--- src/rtl/vram_bus_writer.sv ---
// -----------------------------------------------------------------------------
// vram_bus_writer
//
// CPU-side access port for the two graphics memories. VRAM32 holds patterns and
// palettes, VRAM8 holds name and palette-index tables. The frame synthesizer
// reads the other port of each memory continuously. This block owns the write
// port of each memory. It serves single-word reads and writes, and block fills,
// over a start/busy/done handshake.
//
// Parameters
//   SYNC_VBLANK  1: write beats are issued only while ontile_v is low.
//
// Ports
//   clk, reset          system clock; asynchronous active-high reset
//   bus_start           request strobe, sampled only while idle
//   bus_we              1 = write, 0 = read (ignored for fills)
//   bus_fill            block fill (implies write)
//   bus_addr[11:0]      [11] target (0 = VRAM32, 1 = VRAM8), [10:0] word/base
//   bus_data[31:0]      write/fill data (VRAM8 uses [7:0])
//   bus_count[10:0]     fill length in words (0 = no writes)
//   bus_q[31:0]         read result, VRAM8 zero-extended
//   busy, done          handshake status; done is a one-cycle pulse
//   ontile_v            frame synthesizer is on tile rows
//   vram32_*            VRAM32 port: addr, d, we out, q in (1-cycle read)
//   vram8_*             VRAM8 port: addr, d, we out, q in (1-cycle read)
// -----------------------------------------------------------------------------
module vram_bus_writer #(
    parameter bit SYNC_VBLANK = 1'b0
) (
    input  logic        clk,
    input  logic        reset,
    input  logic        bus_start,
    input  logic        bus_we,
    input  logic        bus_fill,
    input  logic [11:0] bus_addr,
    input  logic [31:0] bus_data,
    input  logic [10:0] bus_count,
    output logic [31:0] bus_q,
    output logic        busy,
    output logic        done,
    input  logic        ontile_v,
    output logic [10:0] vram32_addr,
    output logic [31:0] vram32_d,
    output logic        vram32_we,
    input  logic [31:0] vram32_q,
    output logic [10:0] vram8_addr,
    output logic [7:0]  vram8_d,
    output logic        vram8_we,
    input  logic [7:0]  vram8_q
);

    typedef enum logic [2:0] {
        ST_IDLE  = 3'd0,
        ST_WRITE = 3'd1,
        ST_READ  = 3'd2,
        ST_RCAP  = 3'd3,
        ST_FILL  = 3'd4
    } state_t;

    state_t      state_r;
    state_t      state_s;
    logic        sel_r;        // latched target: 1 = VRAM8
    logic [10:0] cnt_r;        // remaining fill beats
    logic        stall_s;
    logic        beat_s;
    logic        accept_s;
    logic        load_addr_s;
    logic        load_d_s;
    logic        advance_s;
    logic        capture_s;

    // State register.
    always_ff @(posedge clk or posedge reset) begin
        if (reset) begin
            state_r <= ST_IDLE;
        end else begin
            state_r <= state_s;
        end
    end

    // Next-state logic, beat qualification and datapath load controls.
    always_comb begin
        state_s     = state_r;
        beat_s      = 1'b0;
        stall_s     = SYNC_VBLANK & ontile_v;
        accept_s    = 1'b0;
        load_addr_s = 1'b0;
        load_d_s    = 1'b0;
        advance_s   = 1'b0;
        capture_s   = 1'b0;
        case (state_r)
            ST_IDLE: begin
                if (bus_start) begin
                    accept_s = 1'b1;
                    if (bus_fill) begin
                        state_s = ST_FILL;
                    end else if (bus_we) begin
                        state_s = ST_WRITE;
                    end else begin
                        state_s = ST_READ;
                    end
                end else begin
                    state_s = ST_IDLE;
                end
            end
            ST_WRITE: begin
                if (stall_s) begin
                    state_s = ST_WRITE;
                end else begin
                    beat_s  = 1'b1;
                    state_s = ST_IDLE;
                end
            end
            ST_READ: begin
                state_s = ST_RCAP;
            end
            ST_RCAP: begin
                capture_s = 1'b1;
                state_s   = ST_IDLE;
            end
            ST_FILL: begin
                // A zero-length fill spends one busy cycle here and writes nothing.
                if (cnt_r == 11'd0) begin
                    state_s = ST_IDLE;
                end else if (stall_s) begin
                    state_s = ST_FILL;
                end else begin
                    beat_s = 1'b1;
                    if (cnt_r == 11'd1) begin
                        state_s = ST_IDLE;
                    end else begin
                        state_s   = ST_FILL;
                        advance_s = 1'b1;
                    end
                end
            end
            default: begin
                state_s = ST_IDLE;
            end
        endcase

        // A zero-length fill leaves the port outputs untouched, so they keep
        // showing the last real beat.
        if (accept_s) begin
            if (bus_fill) begin
                load_addr_s = (bus_count != 11'd0);
                load_d_s    = (bus_count != 11'd0);
            end else begin
                load_addr_s = 1'b1;
                load_d_s    = bus_we;
            end
        end else begin
            load_addr_s = 1'b0;
            load_d_s    = 1'b0;
        end
    end

    // The write enables follow the beat decision combinationally. A vblank
    // stall must suppress the enable in the same cycle that ontile_v rises.
    // A registered enable would always lag by one cycle. After reset the
    // state is IDLE, so both enables are low.
    assign vram32_we = beat_s & ~sel_r;
    assign vram8_we  = beat_s &  sel_r;

    // Handshake status, target select and fill down-counter.
    always_ff @(posedge clk or posedge reset) begin
        if (reset) begin
            busy  <= 1'b0;
            done  <= 1'b0;
            sel_r <= 1'b0;
            cnt_r <= 11'd0;
        end else begin
            busy <= (state_s != ST_IDLE);
            done <= (state_r != ST_IDLE) && (state_s == ST_IDLE);
            if (accept_s) begin
                sel_r <= bus_addr[11];
                cnt_r <= bus_count;
            end else if ((state_r == ST_FILL) && beat_s) begin
                cnt_r <= cnt_r - 11'd1;
            end else begin
                cnt_r <= cnt_r;
            end
        end
    end

    // Memory port address/data registers and the read-result register.
    always_ff @(posedge clk or posedge reset) begin
        if (reset) begin
            vram32_addr <= 11'd0;
            vram32_d    <= 32'd0;
            vram8_addr  <= 11'd0;
            vram8_d     <= 8'd0;
            bus_q       <= 32'd0;
        end else begin
            // The address always points at the pending beat. It moves only
            // after a beat that is not the last one, so it holds through
            // stalls and keeps the final beat's address afterwards. The
            // increment wraps within 11 bits.
            if (load_addr_s && !bus_addr[11]) begin
                vram32_addr <= bus_addr[10:0];
            end else if (advance_s && !sel_r) begin
                vram32_addr <= vram32_addr + 11'd1;
            end else begin
                vram32_addr <= vram32_addr;
            end

            if (load_addr_s && bus_addr[11]) begin
                vram8_addr <= bus_addr[10:0];
            end else if (advance_s && sel_r) begin
                vram8_addr <= vram8_addr + 11'd1;
            end else begin
                vram8_addr <= vram8_addr;
            end

            if (load_d_s && !bus_addr[11]) begin
                vram32_d <= bus_data;
            end else begin
                vram32_d <= vram32_d;
            end

            if (load_d_s && bus_addr[11]) begin
                vram8_d <= bus_data[7:0];
            end else begin
                vram8_d <= vram8_d;
            end

            if (capture_s) begin
                bus_q <= sel_r ? {24'd0, vram8_q} : vram32_q;
            end else begin
                bus_q <= bus_q;
            end
        end
    end

endmodule

--- config.mk ---
export PLATFORM = sky130hd
export DESIGN_NAME = vram_bus_writer
export DESIGN_NICKNAME = d
export VERILOG_FILES = /design/src/rtl/vram_bus_writer.sv
export SDC_FILE = /design/constraint.sdc
export NUM_CORES = 1
export LEC_CHECK = 0
export ABC_CLOCK_PERIOD_IN_PS = 6240
export BUFFER_PORTS_ARGS = -buffer_cell sky130_fd_sc_hd__buf_2
export CAP_MARGIN = 40
export CORE_ASPECT_RATIO = 1.5
export CORE_UTILIZATION = 53
export DETAILED_ROUTE_END_ITERATION = 7
export PLACE_DENSITY_LB_ADDON = 0.05
export SLEW_MARGIN = 40
export SYNTH_ARGS = -nofsm -noshare
export SYNTH_HDL_FRONTEND = slang
export SYNTH_SLANG_ARGS = --single-unit
--- constraint.sdc ---
create_clock -name clk -period 6.24 [get_ports clk]
set_input_delay 1.248 -clock clk [delete_from_list [all_inputs] [get_ports clk]]
set_output_delay 1.248 -clock clk [all_outputs]
set_load 0.005 [all_outputs]
* Word level (Yosys, flattened, before mapping)
Cells that the tools add are included.
** Cells by class
- Add/subtract/negate cells :: 3
- Eq/ne operators :: 5
- Mux-type cells :: 25
- Bitwise logic cells :: 3
- Reduce and logical (&&, ||, !) cells :: 19
** Operator list (number)
- two-way mux 11 bit :: 6
- two-way mux 32 bit :: 1
- adder 11 x 1 -> 11 bit, second input constant :: 2
- two-way mux 3 bit :: 4
- equality test 11 x 1 -> 1 bit, second input constant :: 1
- logical NOT 11 bit :: 1
- two-way mux 1 bit :: 11
- nonzero test 11 bit :: 1
- subtractor 11 x 1 -> 11 bit, second input constant :: 1
- one-hot mux 3 bit (3 select lines) :: 1
- logical AND 1 bit :: 8
- equality test 3 x 2 -> 1 bit, second input constant :: 2
- logical NOT 3 bit :: 2
- nonzero test 2 bit :: 3
- nonzero test 3 bit :: 2
- equality test 3 x 1 -> 1 bit, second input constant :: 1
- equality test 3 bit, second input constant :: 1
- AND 1 bit :: 2
- logical NOT 1 bit :: 2
- two-way mux 2 bit :: 1
- one-hot mux 1 bit (2 select lines) :: 1
- NOT 1 bit :: 1
** Word-level totals
- Register bits :: 111
- Bits of input ports :: 101
- Output and inout bits :: 98
- Word-level logic and storage cells :: 65

* Logic depth before layout (Yosys ltp)
- Depth in word-level cells :: 7
- Depth in mapped cells :: 8

* Worst setup path after synthesis
Ideal clock, no wire load.
- Path kind :: input -> register
- Start :: in bus_start
- End :: reg vram32_d[0]
- Arrival :: 2785 ps
- Setup slack :: 3330 ps
- Stages on the path :: 6
- Buffers on the path :: 2
- Cells stage by stage :: or4b_1 -> buf_2 -> a31oi_1 -> o211a_1 -> buf_2 -> mux2_2
** On the way
- Cells in the longest elaborated chain, start to end :: 4
** RTL lines
- start, declared :: RTL line 32 : input logic bus_start,
- two-way mux 1 bit :: RTL line 93 : if (bus_start) begin
- two-way mux 1 bit :: RTL line 91 : case (state_r)
- two-way mux 1 bit :: RTL line 144 : if (accept_s) begin
- logical AND 1 bit :: RTL line 215 : if (load_d_s && !bus_addr[11]) begin
- end signal, assigned :: RTL line 216 : vram32_d <= bus_data;
- end signal, assigned :: RTL line 218 : vram32_d <= vram32_d;
- end, declared :: RTL line 43 : output logic [31:0] vram32_d,
Every way passes these cells.
A chain may end at the register's enable or synchronous reset.

* Worst setup path after layout
- Start :: in bus_start
- End :: reg vram32_d[21]
The elaborated chain is that of the path after synthesis.

==> metrics.md <==
| Metric | Value |
|---|---|
| Combinational share of power | 39.5% |
| Slowest CP cell | or4b_1 |
| Nets@finish | 787 |
| Min-delay src | bus_q[16]$_DFFE_PP0N_ |
| Fin. max-slew vios | 0 |
| Total clock buffers created by CTS | 9 |
| Initial core utilization | 54.98% |
| Total track usage | 26.18% |
| Top cells by area, synth | dfrtp_1 (52%), mux2_2 (8.8%), mux2i_1 (3.7%) |
| P per Cell Area | 480.2 nW/um^2 |
| FF-to-FF End | vram32_d[21]$_DFFE_PP0P_ |
| Longest Clk Path Bufs | 2 |
| Share of flip-flops with an asynchronous set or reset | 100.0% |
| Worst Reg-to-Reg Cells | 5 |
| N_diodes | 0 |
| Worst R2R Setup Slack | 3.07 ns |
| Hold Crit Endpoint | bus_q[16]$_DFFE_PP0N_ |
| Hold-fix buffers, CTS | 0 |
| Crit path kind | in -> reg |
| Setup crit start | bus_start |
| Post-synth cell types | 52 |
| Synthesized flop and latch total | 111 |
| Vias per inst | 5.712 |
| Vias in the first global route | 4,497 |
| Post-Syn Nets | 599 |
| Yosys warns | 0 |
| I/O pin total | 199 |
| Seq pwr share | 41.0% |
| Hold Vio Cnt, Final | 0 |
| Int Pwr | 2.062 mW |
| Avg Inst Size Synth | 10.87 um^2 |
| F_max | 278.8 MHz |
| Skew final | 0.006413 ns |
| Synth Instances | 493 |
| Final setup vio count | 0 |
| CP endpoint kind | register |
| Filler cells | 762 |
| Remaining Overflow, GRT | 0 |
| CTS resizes | 0 |
| Die area | 10,520 um^2 |
| Clk slew on worst S/H paths | 0.07 ns |
| Final min period | 3.587 ns |
| Layout Area Growth over Synthesis | 26.39% |
| Sinks on Clock Net | 111 |
| Routed via count | 4,575 |
| Routability cong. | 0.8175 |
| Worst Setup Start Kind | input port |
| Top-area cell type share of the netlist area | 51.84% |
| Die Span Y | 125.1 um |
| Largest net degree at the start of global routing | 65 |
| Max-cap violations | 0 |
| Clock power frac | 19.5% |
| Crit path arrival time | 3.82 ns |
| Final ANT Viol Nets | 0 |
| Hold Path Depth | 2 |
| Fin crit share | 57.48% |
| Initial antenna violation count | 0 |
| Worst slew margin relative to its limit | 41.69% |
| Failing checks | DRC |
| Post-synth EDFFs | 0 |
| Min-Delay Path Class | reg -> reg |
| CP max stage delay | 0.77 ns |
| Ys flop type | dfrtp_1 |
| WL per Instance | 16.61 um |
| NetSw | 1.190 mW |
| Clock Latency Late Sink | 0.35 ns |
| Post-synth top area cell | dfrtp_1 |
| TritonRoute pass-1 iters | 6 |
| Clk root buf | clkbuf_16 |
| CTS tree | built |
| Critical-path maximum fanout | 19 |
| Setup TNS | 0 ns |
| Die width | 84.09 um |
| Unrepaired setup endpoints after global routing | no |
| Drt initial violations | 233 |
| Drt total wl | 13,310 um |
| # DRC | 40 |
| Post-DP HPWL | 9719 um |
| Seq/Total Area, Yosys | 51.84% |
| Core Area | 9744 um^2 |
| Share of cells above drive strength 1 | 40.09% |
| Status | complete, but fails checks |
| Slew @ Worst Pin | 0.8667 ns |
| H-tree levels | 3 |
| Fin Hold WS | 0.4770 ns |
| First-pass GRT wire length | 21,910 um |
| IO buf count | 197 |
| Switching share of power | 36.59% |
| Worst path required time | 6.48 ns |
| LEAKAGE | 3.211 nW |
| Critical-path cell list | buf_2 -> or4b_1 -> a31oi_1 -> o211a_1 -> buf_4 -> mux2_2 |
| Mapped Area | 5358 um^2 |
| Buffer count from post-CTS setup fixing | 0 |
| Peak VDD IR | 0.2985 mV |
| Reg2reg start | state_r[1]$_DFF_PP0_ |
| Row Count | 44 |
==> routing by layer <==
layer  vias up  track usage, %  routed length [um]
met2       150           45.81                6823
met4         0           9.838                 255
met3        18           4.752                 802
met5         -               0                   0
li1       2192               -                   -
met1      2215           32.08                5426
==> kinds of logic after synthesis <==
family	after synthesis	share of synthesized area [%]
simple gates	171	16.79
flops	111	51.84
compound gates	98	13.71
mux	63	12.84
buf+inv	45	3.643
fa+ha+maj	5	1.168
==> Yosys cell counts, types with 2 or more instances <==
cell        n
dfrtp_1   111
nand2_1    53
mux2_2     42
o21ai_0    38
nand2b_1   24
nand3_1    22
mux2i_1    20
clkbuf_1   18
inv_1      16
nor2_1     15
a221o_1    12
nor3_1     11
nor4_1     10
o211ai_1   10
buf_2       9
nor3b_1     7
nand4_1     6
a31oi_1     5
a32oi_1     5
and3_1      5
ha_1        5
a22oi_1     4
nor4b_1     3
o31ai_1     3
o41a_1      3
or3_1       3
or4_1       3
a211oi_1    2
a311o_1     2
buf_6       2
nand3b_1    2
o311ai_0    2
==> worst max path at each step <==
stage,endpoint,slack [ns],cells past startpoint
after floorplan,bus_q[0]$_DFFE_PP0N_,2.06,1
after global placement,vram32_d[16]$_DFFE_PP0P_,2.31,6
after detailed placement,vram32_d[21]$_DFFE_PP0P_,2.29,6
after CTS,vram32_d[21]$_DFFE_PP0P_,2.67,6
after global routing,vram32_d[17]$_DFFE_PP0P_,2.50,6
final,vram32_d[21]$_DFFE_PP0P_,2.65,6
==> layout make-up <==
| type | instances | area, um^2 | share of cell area (%) |
|---|---|---|---|
| well taps | 115 | 143.9 | 2.125 |
| repair buffers | 206 | 1055 | 15.58 |
| multi-input cells | 337 | 2404 | 35.50 |
| clock buffers | 9 | 225.2 | 3.326 |
| clock inverters | 7 | 103.9 | 1.534 |
| inverters | 16 | 62.56 | 0.9239 |
| flip-flops and latches | 111 | 2778 | 41.02 |
==> power by group through the flow <==
stage / clock network (mW) / logic (mW) / registers, mW
after detailed placement: 0 / 1.29 / 1.34
after global placement: 0 / 1.25 / 1.32
after global routing: 0.668 / 1.42 / 1.39
after floorplan: 0 / 0.779 / 1.31
final: 0.635 / 1.28 / 1.33
after CTS: 0.643 / 1.30 / 1.33
==> layout by cell type, fill, tap and decap left out, types with 7 or more instances in the layout <==
cell type,n
buf_2,198
nand3_1,22
nor2_1,15
mux2i_1,20
o21ai_0,38
inv_1,15
mux2_2,42
nand2b_1,24
a221o_1,12
o211ai_1,10
buf_4,7
nor3b_1,7
nor4_1,8
nand2_1,53
nor3_1,11
clkbuf_16,9
dfrtp_1,111
==> through the flow <==
step                      std cells  util [%]  area (um^2)  power, mW  worst slack [ns]
after floorplan                 493         -         5358      2.094             2.061
after global placement          784     65.90         6421      2.570             2.312
after detailed placement        785     66.01         6432      2.635             2.286
after CTS                       801     69.39         6761      3.271             2.672
after global routing            801     69.49         6771      3.477             2.505
final                           801     69.49         6771      3.252             2.653
==> flip-flops by register name, indices dropped and copies added, names as in the netlist <==
| register | flops |
|---|---|
| cnt_r | 11 |
| state_r | 3 |
| vram8_d | 8 |
| sel_r | 1 |
| bus_q | 32 |
| vram32_addr | 11 |
| done | 1 |
| vram8_addr | 11 |
| busy | 1 |
| vram32_d | 32 |
==> critical path: cells and delay by family <==
kind	cells	cell delay [ns]
compound gates	2	0.93
buf+inv	2	0.49
mux	1	0.37
simple gates	1	0.77
Power figures use the tool's default switching activity.
